### src/rtl/load_dcache_port_if.sv
// Bundles the load-buffer request/return signals and the data-memory
// request/response channel of the load data-cache port.
//
// Signals
//   LdFlash          pipeline flush from the core
//   LbToDcdAble      load request valid from the load buffer
//   LbToDcdAMat      memory access type (2'b00 strongly-ordered uncached)
//   LbToDcdAPtr      load-buffer entry index of the request
//   LbToDcdAPhyAddr  physical address of the request
//   DcdToLbSuccess   same-cycle acceptance strobe back to the load buffer
//   DcdToLbBackAble  registered load-return valid
//   DcdToLbBackPtr   load-buffer entry index of the returned load
//   DcdToLbBackDate  returned load word
//   MemReqValid/MemReqReady/MemReqAddr/MemReqUncache  memory request channel
//   MemRespValid/MemRespData                          in-order memory response
//
// Modports
//   slave   the load dcache port itself
//   master  the surrounding environment (load buffer plus memory)
interface load_dcache_port_if;
   logic        LdFlash;
   logic        LbToDcdAble;
   logic [1:0]  LbToDcdAMat;
   logic [2:0]  LbToDcdAPtr;
   logic [31:0] LbToDcdAPhyAddr;
   logic        DcdToLbSuccess;
   logic        DcdToLbBackAble;
   logic [2:0]  DcdToLbBackPtr;
   logic [31:0] DcdToLbBackDate;
   logic        MemReqValid;
   logic        MemReqReady;
   logic [31:0] MemReqAddr;
   logic        MemReqUncache;
   logic        MemRespValid;
   logic [31:0] MemRespData;

   modport slave (
      input  LdFlash, LbToDcdAble, LbToDcdAMat, LbToDcdAPtr, LbToDcdAPhyAddr,
      input  MemReqReady, MemRespValid, MemRespData,
      output DcdToLbSuccess, DcdToLbBackAble, DcdToLbBackPtr, DcdToLbBackDate,
      output MemReqValid, MemReqAddr, MemReqUncache
   );

   modport master (
      output LdFlash, LbToDcdAble, LbToDcdAMat, LbToDcdAPtr, LbToDcdAPhyAddr,
      output MemReqReady, MemRespValid, MemRespData,
      input  DcdToLbSuccess, DcdToLbBackAble, DcdToLbBackPtr, DcdToLbBackDate,
      input  MemReqValid, MemReqAddr, MemReqUncache
   );
endinterface

### src/rtl/load_dcache_port.sv
// Load data-cache port. Accepts one load per cycle from the load buffer,
// forwards it to the memory request channel, remembers the load-buffer
// pointer of every outstanding load in order, and returns each in-order
// memory response tagged with its pointer one cycle later. Strongly-ordered
// (uncached) loads are only issued when nothing else is in flight and block
// all later loads until their own response is back. A flush turns every live
// outstanding load into a "drop" so its response is silently discarded.
//
// Ports
//   Clk   clock
//   Rest  asynchronous active-low reset
//   bus   load_dcache_port_if.slave: load-buffer and memory channels
//
// Parameters
//   DEPTH  maximum outstanding loads (live plus being dropped), power of two
//   CNTW   width of the outstanding/drop counters, holds 0..DEPTH
module load_dcache_port #(
   parameter int DEPTH = 4,
   parameter int CNTW  = 3
) (
   input logic              Clk,
   input logic              Rest,
   load_dcache_port_if.slave bus
);

   localparam int AW = (DEPTH > 1) ? $clog2(DEPTH) : 1;
   localparam logic [CNTW:0] DepthLimit = (CNTW+1)'(DEPTH);

   logic [2:0]       ptrFifo [DEPTH];
   logic [DEPTH-1:0] ucFifo;
   logic [AW-1:0]    wrIdx;
   logic [AW-1:0]    rdIdx;
   logic [CNTW-1:0]  OutCnt;
   logic [CNTW-1:0]  DropCnt;
   logic             UcPending;

   logic             backAble;
   logic [2:0]       backPtr;
   logic [31:0]      backDate;

   logic [CNTW:0]    inFlight;
   logic             isUncached;
   logic             gate;
   logic             reqValid;
   logic             accept;
   logic             livePop;
   logic             dropPop;
   logic             anyPop;

   // Admission gate works purely on registered counts, so a response that
   // frees a slot only opens the gate on the following cycle. An uncached
   // load additionally waits until the port is completely idle.
   always_comb begin
      inFlight   = {1'b0, OutCnt} + {1'b0, DropCnt};
      isUncached = (bus.LbToDcdAMat == 2'b00);
      gate       = ~bus.LdFlash
                 & (inFlight < DepthLimit)
                 & ~UcPending
                 & ~(isUncached & (inFlight != '0));
      reqValid   = bus.LbToDcdAble & gate;
      accept     = reqValid & bus.MemReqReady;
   end

   // Responses come back in issue order: the oldest in-flight loads are the
   // dropped ones, so they consume responses before any live FIFO entry.
   // A response with nothing outstanding matches neither term and is ignored.
   always_comb begin
      dropPop = bus.MemRespValid & (DropCnt != '0);
      livePop = bus.MemRespValid & (DropCnt == '0) & (OutCnt != '0);
      anyPop  = dropPop | livePop;
   end

   assign bus.MemReqValid     = reqValid;
   assign bus.MemReqAddr      = bus.LbToDcdAPhyAddr;
   assign bus.MemReqUncache   = isUncached;
   assign bus.DcdToLbSuccess  = accept;
   assign bus.DcdToLbBackAble = backAble;
   assign bus.DcdToLbBackPtr  = backPtr;
   assign bus.DcdToLbBackDate = backDate;

   // Pointer FIFO, counters and uncached-pending flag. On a flush every live
   // entry is moved into the drop count (less one if a response arrives in
   // that same cycle) and the FIFO restarts empty. No accept can coincide
   // with a flush because the gate excludes it.
   always_ff @(posedge Clk or negedge Rest) begin
      if (!Rest) begin
         for (int i = 0; i < DEPTH; i++) begin
            ptrFifo[i] <= '0;
         end
         ucFifo    <= '0;
         wrIdx     <= '0;
         rdIdx     <= '0;
         OutCnt    <= '0;
         DropCnt   <= '0;
         UcPending <= 1'b0;
      end else if (bus.LdFlash) begin
         DropCnt   <= DropCnt + OutCnt - CNTW'(anyPop);
         OutCnt    <= '0;
         wrIdx     <= '0;
         rdIdx     <= '0;
         UcPending <= 1'b0;
      end else begin
         if (accept) begin
            ptrFifo[wrIdx] <= bus.LbToDcdAPtr;
            ucFifo[wrIdx]  <= isUncached;
            wrIdx          <= wrIdx + 1'b1;
         end
         if (livePop) begin
            rdIdx <= rdIdx + 1'b1;
         end
         if (dropPop) begin
            DropCnt <= DropCnt - 1'b1;
         end
         case ({accept, livePop})
            2'b10:   OutCnt <= OutCnt + 1'b1;
            2'b01:   OutCnt <= OutCnt - 1'b1;
            default: OutCnt <= OutCnt;
         endcase
         if (livePop && ucFifo[rdIdx]) begin
            UcPending <= 1'b0;
         end
         if (accept && isUncached) begin
            UcPending <= 1'b1;
         end
      end
   end

   // Registered return path. A pop in a flush cycle is suppressed, and the
   // pointer/data are held at zero whenever no return is signalled.
   always_ff @(posedge Clk or negedge Rest) begin
      if (!Rest) begin
         backAble <= 1'b0;
         backPtr  <= '0;
         backDate <= '0;
      end else if (livePop && !bus.LdFlash) begin
         backAble <= 1'b1;
         backPtr  <= ptrFifo[rdIdx];
         backDate <= bus.MemRespData;
      end else begin
         backAble <= 1'b0;
         backPtr  <= '0;
         backDate <= '0;
      end
   end

   // A memory response with nothing outstanding is a protocol violation.
   respWithoutLoad: assert property (
      @(posedge Clk) disable iff (!Rest)
      !(bus.MemRespValid && (OutCnt == '0) && (DropCnt == '0))
   );

endmodule

### src/flat_wrapper.sv
// flat-port wrapper written by rule: the top's interface ports become plain ports
module load_dcache_port_flat 
#(
   parameter int DEPTH = 4,
   parameter int CNTW  = 3
)
  (Clk, Rest, bus_LdFlash, bus_LbToDcdAble, bus_LbToDcdAMat, bus_LbToDcdAPtr, bus_LbToDcdAPhyAddr, bus_MemReqReady, bus_MemRespValid, bus_MemRespData, bus_DcdToLbSuccess, bus_DcdToLbBackAble, bus_DcdToLbBackPtr, bus_DcdToLbBackDate, bus_MemReqValid, bus_MemReqAddr, bus_MemReqUncache);
  load_dcache_port_if bus_i ();
  input logic Clk;
  input logic Rest;
  input wire logic [$bits(bus_i.LdFlash)-1:0] bus_LdFlash;
  input wire logic [$bits(bus_i.LbToDcdAble)-1:0] bus_LbToDcdAble;
  input wire logic [$bits(bus_i.LbToDcdAMat)-1:0] bus_LbToDcdAMat;
  input wire logic [$bits(bus_i.LbToDcdAPtr)-1:0] bus_LbToDcdAPtr;
  input wire logic [$bits(bus_i.LbToDcdAPhyAddr)-1:0] bus_LbToDcdAPhyAddr;
  input wire logic [$bits(bus_i.MemReqReady)-1:0] bus_MemReqReady;
  input wire logic [$bits(bus_i.MemRespValid)-1:0] bus_MemRespValid;
  input wire logic [$bits(bus_i.MemRespData)-1:0] bus_MemRespData;
  output wire logic [$bits(bus_i.DcdToLbSuccess)-1:0] bus_DcdToLbSuccess;
  output wire logic [$bits(bus_i.DcdToLbBackAble)-1:0] bus_DcdToLbBackAble;
  output wire logic [$bits(bus_i.DcdToLbBackPtr)-1:0] bus_DcdToLbBackPtr;
  output wire logic [$bits(bus_i.DcdToLbBackDate)-1:0] bus_DcdToLbBackDate;
  output wire logic [$bits(bus_i.MemReqValid)-1:0] bus_MemReqValid;
  output wire logic [$bits(bus_i.MemReqAddr)-1:0] bus_MemReqAddr;
  output wire logic [$bits(bus_i.MemReqUncache)-1:0] bus_MemReqUncache;
  assign bus_i.LdFlash = bus_LdFlash;
  assign bus_i.LbToDcdAble = bus_LbToDcdAble;
  assign bus_i.LbToDcdAMat = bus_LbToDcdAMat;
  assign bus_i.LbToDcdAPtr = bus_LbToDcdAPtr;
  assign bus_i.LbToDcdAPhyAddr = bus_LbToDcdAPhyAddr;
  assign bus_i.MemReqReady = bus_MemReqReady;
  assign bus_i.MemRespValid = bus_MemRespValid;
  assign bus_i.MemRespData = bus_MemRespData;
  assign bus_DcdToLbSuccess = bus_i.DcdToLbSuccess;
  assign bus_DcdToLbBackAble = bus_i.DcdToLbBackAble;
  assign bus_DcdToLbBackPtr = bus_i.DcdToLbBackPtr;
  assign bus_DcdToLbBackDate = bus_i.DcdToLbBackDate;
  assign bus_MemReqValid = bus_i.MemReqValid;
  assign bus_MemReqAddr = bus_i.MemReqAddr;
  assign bus_MemReqUncache = bus_i.MemReqUncache;
  load_dcache_port #(.DEPTH(DEPTH), .CNTW(CNTW)) u_core (.Clk(Clk), .Rest(Rest), .bus(bus_i));
endmodule
### config.mk
export PLATFORM = sky130hd
export DESIGN_NAME = load_dcache_port_flat
export DESIGN_NICKNAME = d
export VERILOG_FILES = /design/src/rtl/load_dcache_port_if.sv /design/src/rtl/load_dcache_port.sv /design/src/flat_wrapper.sv
export SDC_FILE = /design/constraint.sdc
export NUM_CORES = 1
export LEC_CHECK = 0
export ABC_AREA = 1
export BUFFER_PORTS_ARGS = -buffer_cell sky130_fd_sc_hd__buf_4
export CAP_MARGIN = 5
export CORE_ASPECT_RATIO = 1.1
export CORE_MARGIN = 5
export CORE_UTILIZATION = 48
export CTS_BUF_LIST = sky130_fd_sc_hd__clkbuf_2 sky130_fd_sc_hd__clkbuf_4 sky130_fd_sc_hd__clkbuf_8
export DETAILED_ROUTE_END_ITERATION = 8
export PLACE_DENSITY = 0.82
export SYNTH_ARGS = -nofsm -noshare
export SYNTH_HDL_FRONTEND = slang
export SYNTH_SLANG_ARGS = --single-unit
### constraint.sdc
create_clock -name Clk -period 3.25 [get_ports Clk]
set_clock_uncertainty 0.15 [all_clocks]
set_input_delay 0.8125 -clock Clk [delete_from_list [all_inputs] [get_ports Clk]]
set_output_delay 0.8125 -clock Clk [all_outputs]
set_load 0.01 [all_outputs]
==> results.md <==
* Slew HR at 49.2%
* Vias/cell at 4.78
* Post-CTS setup-driven buffer insertion count at 0
* Yosys warns at 0
* Port bufs at 81
* Peak supply drop at 0.000324 V
* Hold buffers post-CTS at 0
* Syn nets at 435
* Vias in the first global route at 2327
* R2R Path Start: u_core.DropCnt[0]
* Die height at 94.1 um
* Largest net degree at the start of global routing at 64
* Power per cell area at 541 mW/mm2
* Portion of netlist area occupied by mux cells at 0%
* Worst EP arrival at 2.12 ns
* Initial cell density of the core at 49.5%
* Routability cong. at 0.792
* Worst hold margin at 0.330 ns
* Maximum clock path buffer count at 2
* Setup crit end kind: output port
* Worst-path maximum fanout at 4
* CTS tree: done
* Routed Antenna Nets at 0
* Crit. Startpoint: u_core.DropCnt[0]
* Iteration-0 DRC Markers at 82
* Worst Max-Slew Pin Slew at 0.763 ns
* Drt pass-1 iters at 5
* Fin. max-slew vios at 0
* Final setup fails at 0
* Crit Path Class: reg2out
* Post-synthesis cell area at 0.00309 mm2
* # Max-Cap Violations at 0
* Rows at 30
* Hold wc startpoint: u_core.ptrFifo[1]
* Post-layout worst setup margin at 0.170 ns
* Max Clk Rate at 325 MHz
* Width of the die at 86.5 um
* Core Box Area at 0.00623 mm2
* RSZ-0062 raised after global routing: false
* ANT cells at 0
* Clock tree root driver cell: clkbuf_8
* Post-Synth XOR/XNOR Area at 0.851%
* Complex-gate fraction of the synthesized area at 8.19%
* Num CTS Buffers at 9
* #FFs+latches synth at 63
* Total wire length at 6400 um
* Required @ worst endpoint at 2.29 ns
* Global-route wire length before repair at 10500 um
* Final hold viol count at 0
* Most frequent cells in the layout: buf_4, inv_1, dfrtp_1
* CTS HTree Levels at 3
* CP Launch Type: flop
* DRC at 0
* Die area at 0.00814 mm2
* Largest family of logic cells by synthesized area: buffers and inverters
* Area Growth Syn to Fin at 20.8%
* Cell count after synthesis at 345
* Worst hold path type: reg2reg
* Total GRT Usage at 16.6%
* Clock sinks at 63
* FF-to-FF setup slack at 0.36 ns
* Total design power at 2020 uW
* Share of cells above drive strength 1 at 27.2%
* Sum Neg Setup Slack at 0 ns
* I/O Pins at 146
* Final net count at 491
* Crit share post-route at 94.8%
* Drt wl/cell at 13.2 um
* Final min period at 3.08 ns
* Worst slack, placed at 0.323 ns
* Post-synthesis sequential area ratio at 51.1%
* Most common cell after layout, fill and taps aside: buf_4
* Initial antenna violation count at 0
* Post-CTS sizing at 0
* Avg Cell Area, Syn at 8.95 um2
* GR Overflow Total at 0
* Clock Latency Late Sink at 0.33 ns
* HPWL after detailed placement at 4790 um
* Post-Synth Simple-Gate Area at 15.7%
* Core Util, Final at 59.8%
* Vias at 2320
* Clock Pin Slew Worst Setup and Hold Paths at 0.07 ns
* P_leak at 0.00215 uW
* Adder-cell share of the synthesized area at 6.81%
* Status: finished clean
* Netlist cell types at 29
[where the power goes]
group	switching (uW)	internal (uW)	total [uW]
Clock	283	399	682
Sequential	54.4	868	922
Combinational	239	175	414
[cell usage after synthesis]
master    instances  area, um2
inv_1            65        244
dfrtp_1          63       1580
nand2_1          51        191
nor2_1           45        169
buf_4            32        240
o21ai_0          24        120
a21oi_1          14       70.1
ha_1             12        150
o21ai_1           6       30.0
buf_2             4       20.0
nand3_1           4       20.0
fa_1              3       60.1
nor2_4            3       33.8
buf_6             2       22.5
o21ai_2           2       17.5
xor2_1            2       17.5
and2_2            1       7.51
clkinv_2          1       5.00
inv_2             1       3.75
nand2_4           1       11.3
nand3_2           1       10.0
nand3_4           1       17.5
nand3b_1          1       7.51
nand4_1           1       6.26
nor2_2            1       6.26
nor3_1            1       5.00
o221ai_1          1       8.76
o22ai_1           1       6.26
xnor2_1           1       8.76
[worst max-delay path, stage by stage (launching register included)]
cell and delay (ns):
dfrtp_1 0.44, ha_1 0.25, fa_1 0.43, nor2_1 0.11, nor2_1 0.06, nor2_2 0.18
nand3_4 0.13, clkinv_2 0.08, buf_4 0.12
[layer usage]
layer	GRT usage, %	wire length (um)	vias up	part of all wire [%]
li1	-	-	1119	-
met1	20.1	2540	1065	40
met2	26.8	2990	118	47
met3	5.00	726	18	11
met4	8.44	143	0	2.2
met5	0	0	-	0
[flip-flops by register name, indices dropped and copies added (netlist names)]
register                    flops
u_core.DropCnt                  3
u_core.OutCnt                   3
u_core.bus.DcdToLbBackDate     32
u_core.UcPending                1
u_core.bus.DcdToLbBackAble      1
u_core.ptrFifo                 12
u_core.ucFifo                   4
u_core.rdIdx                    2
u_core.bus.DcdToLbBackPtr       3
u_core.wrIdx                    2
[final cells by class]
class | instances | area, um2
Clock buffer | 12 | 159
Clock inverter | 3 | 42.5
Fill cell | 538 | 2500
Inverter | 67 | 253
Multi-Input combinational cell | 177 | 975
Sequential cell | 63 | 1580
Tap cell | 80 | 100
Timing Repair Buffer | 83 | 623
[cells by family (layout without fill, tap and decap cells)]
group,Yosys count,in the layout
buffers and inverters,105,165
DFF,63,63
and+or+nand+nor,111,111
AOI/OAI and AO/OA,48,48
adders and majority gates,15,15
xor gates and xnor gates,3,3
[through the flow]
| step | instances | cell area (um2) |
|---|---|---|
| floorplan | 345 | 3090 |
| global placement | 470 | 3530 |
| detailed placement | 470 | 3530 |
| CTS | 485 | 3730 |
| global route | 485 | 3730 |
| finish | 485 | 3730 |
[path summary, 6_finish.rpt]
| check | cells after the start | end |
|---|---|---|
| max | 8 | bus_DcdToLbSuccess |
| min | 2 | u_core.ptrFifo[1] |
| min reg2reg | 2 | u_core.ptrFifo[1] |
| min in group asynchronous | 1 | u_core.bus.DcdToLbBackDate[7] |
| max reg2reg | 15 | u_core.OutCnt[2] |
| max in group asynchronous | 1 | u_core.bus.DcdToLbBackDate[15] |
(Power assumes the default switching activity.)
